===== config.mk =====
export PLATFORM = sky130hd
export DESIGN_NAME = chromosome_eval_sequencer
export DESIGN_NICKNAME = d
export VERILOG_FILES = /design/src/rtl/chrom_eval_pkg.sv /design/src/rtl/chromosome_eval_sequencer_error_sum_reducer.sv /design/src/rtl/chromosome_eval_sequencer.sv
export SDC_FILE = /design/constraint.sdc
export NUM_CORES = 2
export LEC_CHECK = 0
export CAP_MARGIN = 20
export CELL_PAD_IN_SITES_DETAIL_PLACEMENT = 0
export CELL_PAD_IN_SITES_GLOBAL_PLACEMENT = 1
export CORE_AREA = 2 2 626 628
export CTS_CLUSTER_SIZE = 24
export DETAILED_ROUTE_END_ITERATION = 6
export DIE_AREA = 0 0 628 630
export PLACE_DENSITY = 0.35
export SLEW_MARGIN = 40
export SYNTH_ARGS = -nofsm -noshare
export SYNTH_HDL_FRONTEND = slang
export SYNTH_SLANG_ARGS = --single-unit

===== constraint.sdc =====
create_clock -name iClock -period 8.5 [get_ports iClock]
set_input_delay 1.7 -clock iClock [delete_from_list [all_inputs] [get_ports iClock]]
set_output_delay 1.7 -clock iClock [all_outputs]
set_load 0.02 [all_outputs]

===== src/rtl/chrom_eval_pkg.sv =====
// rtl/chrom_eval_pkg.sv - shared state encoding and widths for the chromosome evaluation sequencer
package chrom_eval_pkg;

    typedef enum logic [2:0] {
        ST_LOAD      = 3'd0,
        ST_ARM       = 3'd1,
        ST_START     = 3'd2,
        ST_WAIT_DONE = 3'd3,
        ST_ACK       = 3'd4,
        ST_SUM       = 3'd5,
        ST_REPORT    = 3'd6
    } state_e;

    localparam int CHROM_BITS  = 992;
    localparam int CHROM_SUM_W = 32;
    // Eight lanes add at most three bits of growth.
    localparam int FITNESS_W   = CHROM_SUM_W + 3;

endpackage


===== src/rtl/chromosome_eval_sequencer_error_sum_reducer.sv =====
// rtl/chromosome_eval_sequencer_error_sum_reducer.sv - combinational reduction of the per-output error sums
module error_sum_reducer
    import chrom_eval_pkg::*;
#(
    parameter int NUM_OUTS = 8,
    parameter int SUM_W    = 32,
    parameter int OUT_W    = FITNESS_W
) (
    input  logic [NUM_OUTS-1:0][SUM_W-1:0] sums_i,
    output logic [OUT_W-1:0]               total_o
);

    // Each lane is zero-extended before adding so the total never wraps.
    always_comb begin
        total_o = '0;
        for (int i = 0; i < NUM_OUTS; i++) begin
            total_o = total_o + OUT_W'(sums_i[i]);
        end
    end

endmodule


===== src/rtl/chromosome_eval_sequencer.sv =====
// rtl/chromosome_eval_sequencer.sv - descriptor loader, evaluation handshake and fitness reporter; watchdog under CHROM_EVAL_WATCHDOG_EN
module chromosome_eval_sequencer
    import chrom_eval_pkg::*;
#(
    parameter int WORD_W          = 32,
    parameter int CHROM_WORDS     = 31,
    parameter int NUM_OUTS        = 8,
    parameter int SUM_W           = 32,
    parameter int WATCHDOG_CYCLES = 1000000
) (
    input  logic                           iClock,
    input  logic                           iReset_n,
    input  logic                           iWordValid,
    input  logic [WORD_W-1:0]              iWordData,
    output logic                           oWordReady,
    input  logic                           iLoadRestart,
    output logic [CHROM_BITS-1:0]          oChromDescription,
    input  logic                           iReadyToProcess,
    output logic                           oStartProcessing,
    input  logic                           iDoneProcessing,
    output logic                           oDoneProcessingFeedback,
    input  logic [NUM_OUTS-1:0][SUM_W-1:0] iErrorSums,
    output logic [NUM_OUTS-1:0][SUM_W-1:0] oErrorSums,
    output logic [FITNESS_W-1:0]           oFitness,
    output logic                           oPerfect,
    output logic                           oTimeout,
    output logic                           oResultValid,
    input  logic                           iResultAck,
    output logic [2:0]                     oState
);

    localparam int              CNT_W     = $clog2(CHROM_WORDS);
    localparam logic [CNT_W-1:0] LAST_WORD = CNT_W'(CHROM_WORDS - 1);

    state_e                         state_q, state_d;
    logic [CNT_W-1:0]               count_q, count_d;
    logic [CHROM_BITS-1:0]          desc_q, desc_d;
    logic [NUM_OUTS-1:0][SUM_W-1:0] sums_q, sums_d;
    logic [FITNESS_W-1:0]           fitness_q, fitness_d;
    logic                           perfect_q, perfect_d;
    logic [FITNESS_W-1:0]           total;

    error_sum_reducer #(
        .NUM_OUTS (NUM_OUTS),
        .SUM_W    (SUM_W),
        .OUT_W    (FITNESS_W)
    ) u_reducer (
        .sums_i  (sums_q),
        .total_o (total)
    );

`ifdef CHROM_EVAL_WATCHDOG_EN
    localparam logic [31:0] WD_LAST = 32'(WATCHDOG_CYCLES - 1);
    logic [31:0] wd_q, wd_d;
    logic        timeout_q, timeout_d;
`endif

    always_comb begin
        state_d   = state_q;
        count_d   = count_q;
        desc_d    = desc_q;
        sums_d    = sums_q;
        fitness_d = fitness_q;
        perfect_d = perfect_q;
`ifdef CHROM_EVAL_WATCHDOG_EN
        wd_d      = wd_q;
        timeout_d = timeout_q;
`endif
        case (state_q)
            ST_LOAD: begin
                // A restart wins over a coincident word, which is dropped.
                if (iLoadRestart) begin
                    count_d = '0;
                end else if (iWordValid) begin
                    desc_d[count_q*WORD_W +: WORD_W] = iWordData;
                    if (count_q == LAST_WORD) begin
                        count_d = '0;
                        state_d = ST_ARM;
                    end else begin
                        count_d = count_q + 1'b1;
                    end
                end
            end
            ST_ARM: begin
                if (iReadyToProcess) begin
                    state_d = ST_START;
`ifdef CHROM_EVAL_WATCHDOG_EN
                    timeout_d = 1'b0;
`endif
                end
            end
            ST_START: begin
                state_d = ST_WAIT_DONE;
`ifdef CHROM_EVAL_WATCHDOG_EN
                wd_d = '0;
`endif
            end
            ST_WAIT_DONE: begin
                if (iDoneProcessing) begin
                    sums_d  = iErrorSums;
                    state_d = ST_ACK;
`ifdef CHROM_EVAL_WATCHDOG_EN
                end else if (wd_q == WD_LAST) begin
                    // Stuck processing stage: report a worst-possible result.
                    timeout_d = 1'b1;
                    sums_d    = '1;
                    fitness_d = '1;
                    perfect_d = 1'b0;
                    state_d   = ST_REPORT;
                end else begin
                    wd_d = wd_q + 32'd1;
`endif
                end
            end
            ST_ACK: begin
                state_d = ST_SUM;
            end
            ST_SUM: begin
                fitness_d = total;
                perfect_d = (total == '0);
                state_d   = ST_REPORT;
            end
            ST_REPORT: begin
                if (iResultAck) begin
                    state_d = ST_LOAD;
                end
            end
            default: begin
                state_d = ST_LOAD;
            end
        endcase
    end

    always_ff @(posedge iClock or negedge iReset_n) begin
        if (!iReset_n) begin
            state_q   <= ST_LOAD;
            count_q   <= '0;
            desc_q    <= '0;
            sums_q    <= '0;
            fitness_q <= '0;
            perfect_q <= 1'b0;
        end else begin
            state_q   <= state_d;
            count_q   <= count_d;
            desc_q    <= desc_d;
            sums_q    <= sums_d;
            fitness_q <= fitness_d;
            perfect_q <= perfect_d;
        end
    end

`ifdef CHROM_EVAL_WATCHDOG_EN
    always_ff @(posedge iClock or negedge iReset_n) begin
        if (!iReset_n) begin
            wd_q      <= '0;
            timeout_q <= 1'b0;
        end else begin
            wd_q      <= wd_d;
            timeout_q <= timeout_d;
        end
    end

    assign oTimeout = timeout_q;
`else
    assign oTimeout = 1'b0;
`endif

    assign oWordReady              = (state_q == ST_LOAD);
    assign oStartProcessing        = (state_q == ST_START);
    assign oDoneProcessingFeedback = (state_q == ST_ACK);
    assign oResultValid            = (state_q == ST_REPORT);
    assign oChromDescription       = desc_q;
    assign oErrorSums              = sums_q;
    assign oFitness                = fitness_q;
    assign oPerfect                = perfect_q;
    assign oState                  = state_q;

endmodule


==> results.py <==
metrics = {
    "outcome": {
        "status": "complete, no violations",
    },
    "global_routing": {
        "groute.layer.met3.usage_pct": 5.62,
        "antenna_found_initial": 89,
        "grt_overflow": 0,
        "met1_usage_pct": 18.3,
        "grt_pass1_wl_mm": 473,
        "globalRoute.busiestLayer": "met2",
        "grt_max_degree": 127,
        "global_route.usage.total_pct": 17.7,
        "grt_util_met2_pct": 33.6,
        "grt_pass1_vias": 47700,
    },
    "placement": {
        "globalplace.congestion": 0.789,
        "post-dp-hpwl_mm": 273,
        "numPortBuffers": 1585,
    },
    "floorplanning": {
        "design.portCount": 1587,
        "die_area_um2": 396000,
        "initial_utilization_pct": 14.3,
        "dieHeight_um": 630,
        "core_rows": 229,
        "core_region_area_um2": 388000,
        "floorplan.die.width_um": 628,
    },
    "setup_path": {
        "path_common_cell": "sky130_fd_sc_hd__fa_1",
        "max_stage_delay_ns": 0.51,
        "capturing_element_type_of_the_critical_path": "register",
        "worstSetupStartpoint": "oErrorSums[0]",
        "cpMaxStageDelayCell": "sky130_fd_sc_hd__a21oi_1",
        "start_kind": "register",
        "timing.reg2reg.worst_path_depth": 29,
        "crit_type": "register to register",
        "path_max_fanout": 5,
        "timing.critical_path.arrival_ns": 8.58,
        "timing.critical_path.required_ns": 9.22,
        "reg2reg_from": "oErrorSums[0]",
        "reg_to_reg_endpoint": "oPerfect",
        "timing.reg2reg.setup_slack_ns": 0.64,
    },
    "logic_synthesis": {
        "synth_enable_flop_cells": 0,
        "postSynthNetCount": 5801,
        "synth_sequential_area_ratio_pct": 58.1,
        "synth.largest_area_cell": "sky130_fd_sc_hd__dfrtp_1",
        "synthDominantCellAreaShare_pct": 58.1,
        "postSynthAreaPerCell_um2": 10.6,
        "yosys-top-cells-area": "sky130_fd_sc_hd__dfrtp_1, sky130_fd_sc_hd__nand2_1, sky130_fd_sc_hd__o21ai_0",
        "synth_cell_types": 75,
        "dominantRegCellSynth": "sky130_fd_sc_hd__dfrtp_1",
        "syn_area_um2": 55700,
        "syn_inst": 5272,
        "synthArstFlopShare_pct": 100,
        "synth.ff_latch_count": 1292,
        "synth.yosys.warnings": 0,
    },
    "clock_tree": {
        "cts_tree": "built",
        "ctsHoldBuffers": 0,
        "cts_made_buffers": 179,
        "clk_transition_reported_paths_ns": 0.06,
        "cts.sink_count": 1292,
        "ctsRootBufferMaster": "sky130_fd_sc_hd__clkbuf_16",
        "htree_num_levels": 4,
        "cts_repair_resize_count": 0,
        "postcts_setup_bufs": 0,
        "cts_buffer_depth": 4,
        "worst_skew_late_latency_ns": 0.90,
    },
    "sta": {
        "final.setup_skew_ns": 0.100,
        "whs_ns": 0.473,
        "slew_viol_final": 0,
        "rsz0062_at_grt": "false",
        "worst_pin_slew_ns": 0.861,
        "setup_tns_final_ns": 0,
        "timing_hold_violations_final": 0,
        "finalSetupViolCount": 0,
        "finalCriticalPeriod_ns": 7.86,
        "timing.final.crit_share_pct": 92.4,
        "max_freq_ghz": 0.127,
        "worst_slew_margin_rel_pct": 42.0,
    },
    "route": {
        "routed_wirelength_normalized_by_instance_count_um": 29.5,
        "drc_errors": 0,
        "ant_nets": 0,
        "drt-pass1-iter-count": 5,
        "num_vias": 46000,
        "vias_per_cell": 3.77,
        "finalWirelength_mm": 360,
        "drt_first_iter_violations": 2464,
    },
    "layout": {
        "drive_gt1_share_pct": 11.3,
        "final_nets": 7351,
        "area_growth_syn_to_layout_pct": 50.6,
        "multi_input_area_um2": 21400,
        "filler_cell_count": 42300,
        "register_area_um2": 32300,
        "layout_common_cells": "sky130_fd_sc_hd__clkdlybuf4s50_1, sky130_fd_sc_hd__nand2_1, sky130_fd_sc_hd__dfrtp_1",
        "layout_commonest_cell": "sky130_fd_sc_hd__clkdlybuf4s50_1",
    },
    "min_path": {
        "holdCritPathClass": "register to register",
        "timing.hold.worst.start": "oChromDescription[493]",
        "hold_worst_path_end": "oChromDescription[493]",
        "hold_depth": 2,
    },
    "job": {
        "maxCapViolCount": 0,
    },
}
[how the worst max path moves through the flow]
stage | depth (start not counted) | endpoint | slack, ns
CTS | 29 | oPerfect | 0.58
detailed placement | 29 | oPerfect | 0.60
global placement | 29 | oPerfect | 0.42
floorplan | 30 | oPerfect | 1.69
finish | 29 | oPerfect | 0.64
global route | 30 | oPerfect | 0.19
[per-stage QoR]
step / setup WS [ns] / cell area (um2) / std cells / util (%)
global route: 0.192 / 83800 / 12200 / 21.6
finish: 0.645 / 83800 / 12200 / 21.6
global placement: 0.423 / 77700 / 11800 / 20.0
detailed placement: 0.601 / 77800 / 11800 / 20.1
floorplan: 1.69 / 55700 / 5272 / -
CTS: 0.578 / 83600 / 12200 / 21.5
[cell families (layout without fill, tap and decap cells)]
family          count (synthesis)  count (layout)  synth area share [%]
compound gates               1188            1188                  11.9
xor+xnor                       55              55                 0.865
fa+ha+maj                     234             234                  7.40
buf+inv                       567            2255                  3.89
flops                        1292            1292                  58.1
mux                           296             296                  5.99
other cells                     1              29               0.00674
simple gates                 1639            1639                  11.9
[cells in the mapped netlist (9+ instances only)]
library cell and instances:
sky130_fd_sc_hd__clkbuf_1 321, sky130_fd_sc_hd__o21ai_0 902, sky130_fd_sc_hd__dfrtp_1 1292, sky130_fd_sc_hd__mux2_2 295
sky130_fd_sc_hd__nand2b_1 10, sky130_fd_sc_hd__fa_1 159, sky130_fd_sc_hd__nor3_1 15, sky130_fd_sc_hd__xor2_1 19
sky130_fd_sc_hd__nand3_1 113, sky130_fd_sc_hd__ha_1 75, sky130_fd_sc_hd__o21a_1 9, sky130_fd_sc_hd__o31ai_1 137
sky130_fd_sc_hd__a21oi_1 53, sky130_fd_sc_hd__nand4_1 11, sky130_fd_sc_hd__nor2_1 65, sky130_fd_sc_hd__a21o_1 24
sky130_fd_sc_hd__nand2_1 1350, sky130_fd_sc_hd__and3_1 13, sky130_fd_sc_hd__inv_1 236, sky130_fd_sc_hd__xnor2_1 36
[state kept, by name (all words and copies together), names as in the netlist]
register / cells
count_q: 5
oChromDescription: 992
oErrorSums: 256
oFitness: 35
oPerfect: 1
oState: 3
[worst max-delay path, delay by kind of cell (launching register included)]
| kind | cells | cell delay [ns] |
|---|---|---|
| AO/OA/AOI/OAI | 12 | 3.14 |
| XOR/XNOR | 1 | 0.16 |
| adder cells (fa/ha/maj) | 7 | 2.88 |
| buffers and inverters | 2 | 0.09 |
| flip-flops | 1 | 0.40 |
| AND/OR/NAND/NOR | 7 | 1.04 |
[final cells by class]
cell class / count / area share (%)
inverter: 236 / 1.06
sequential: 1292 / 38.6
clock inverter: 42 / 0.466
clock buffer: 277 / 6.40
multi-input combinational: 3413 / 25.6
antenna: 28 / 0.0836
tap: 5197 / 7.76
timing repair buffer: 1700 / 20.1
[per-layer routing]
layer | wire length, um | share of wire (%)
met1 | 127000 | 35
met2 | 193000 | 54
met3 | 27900 | 7.7
met4 | 11400 | 3.2
met5 | 490 | 0.14
Power is not shown: default switching activity piles up to over one toggle a cycle in this logic, so the estimate is an artifact.
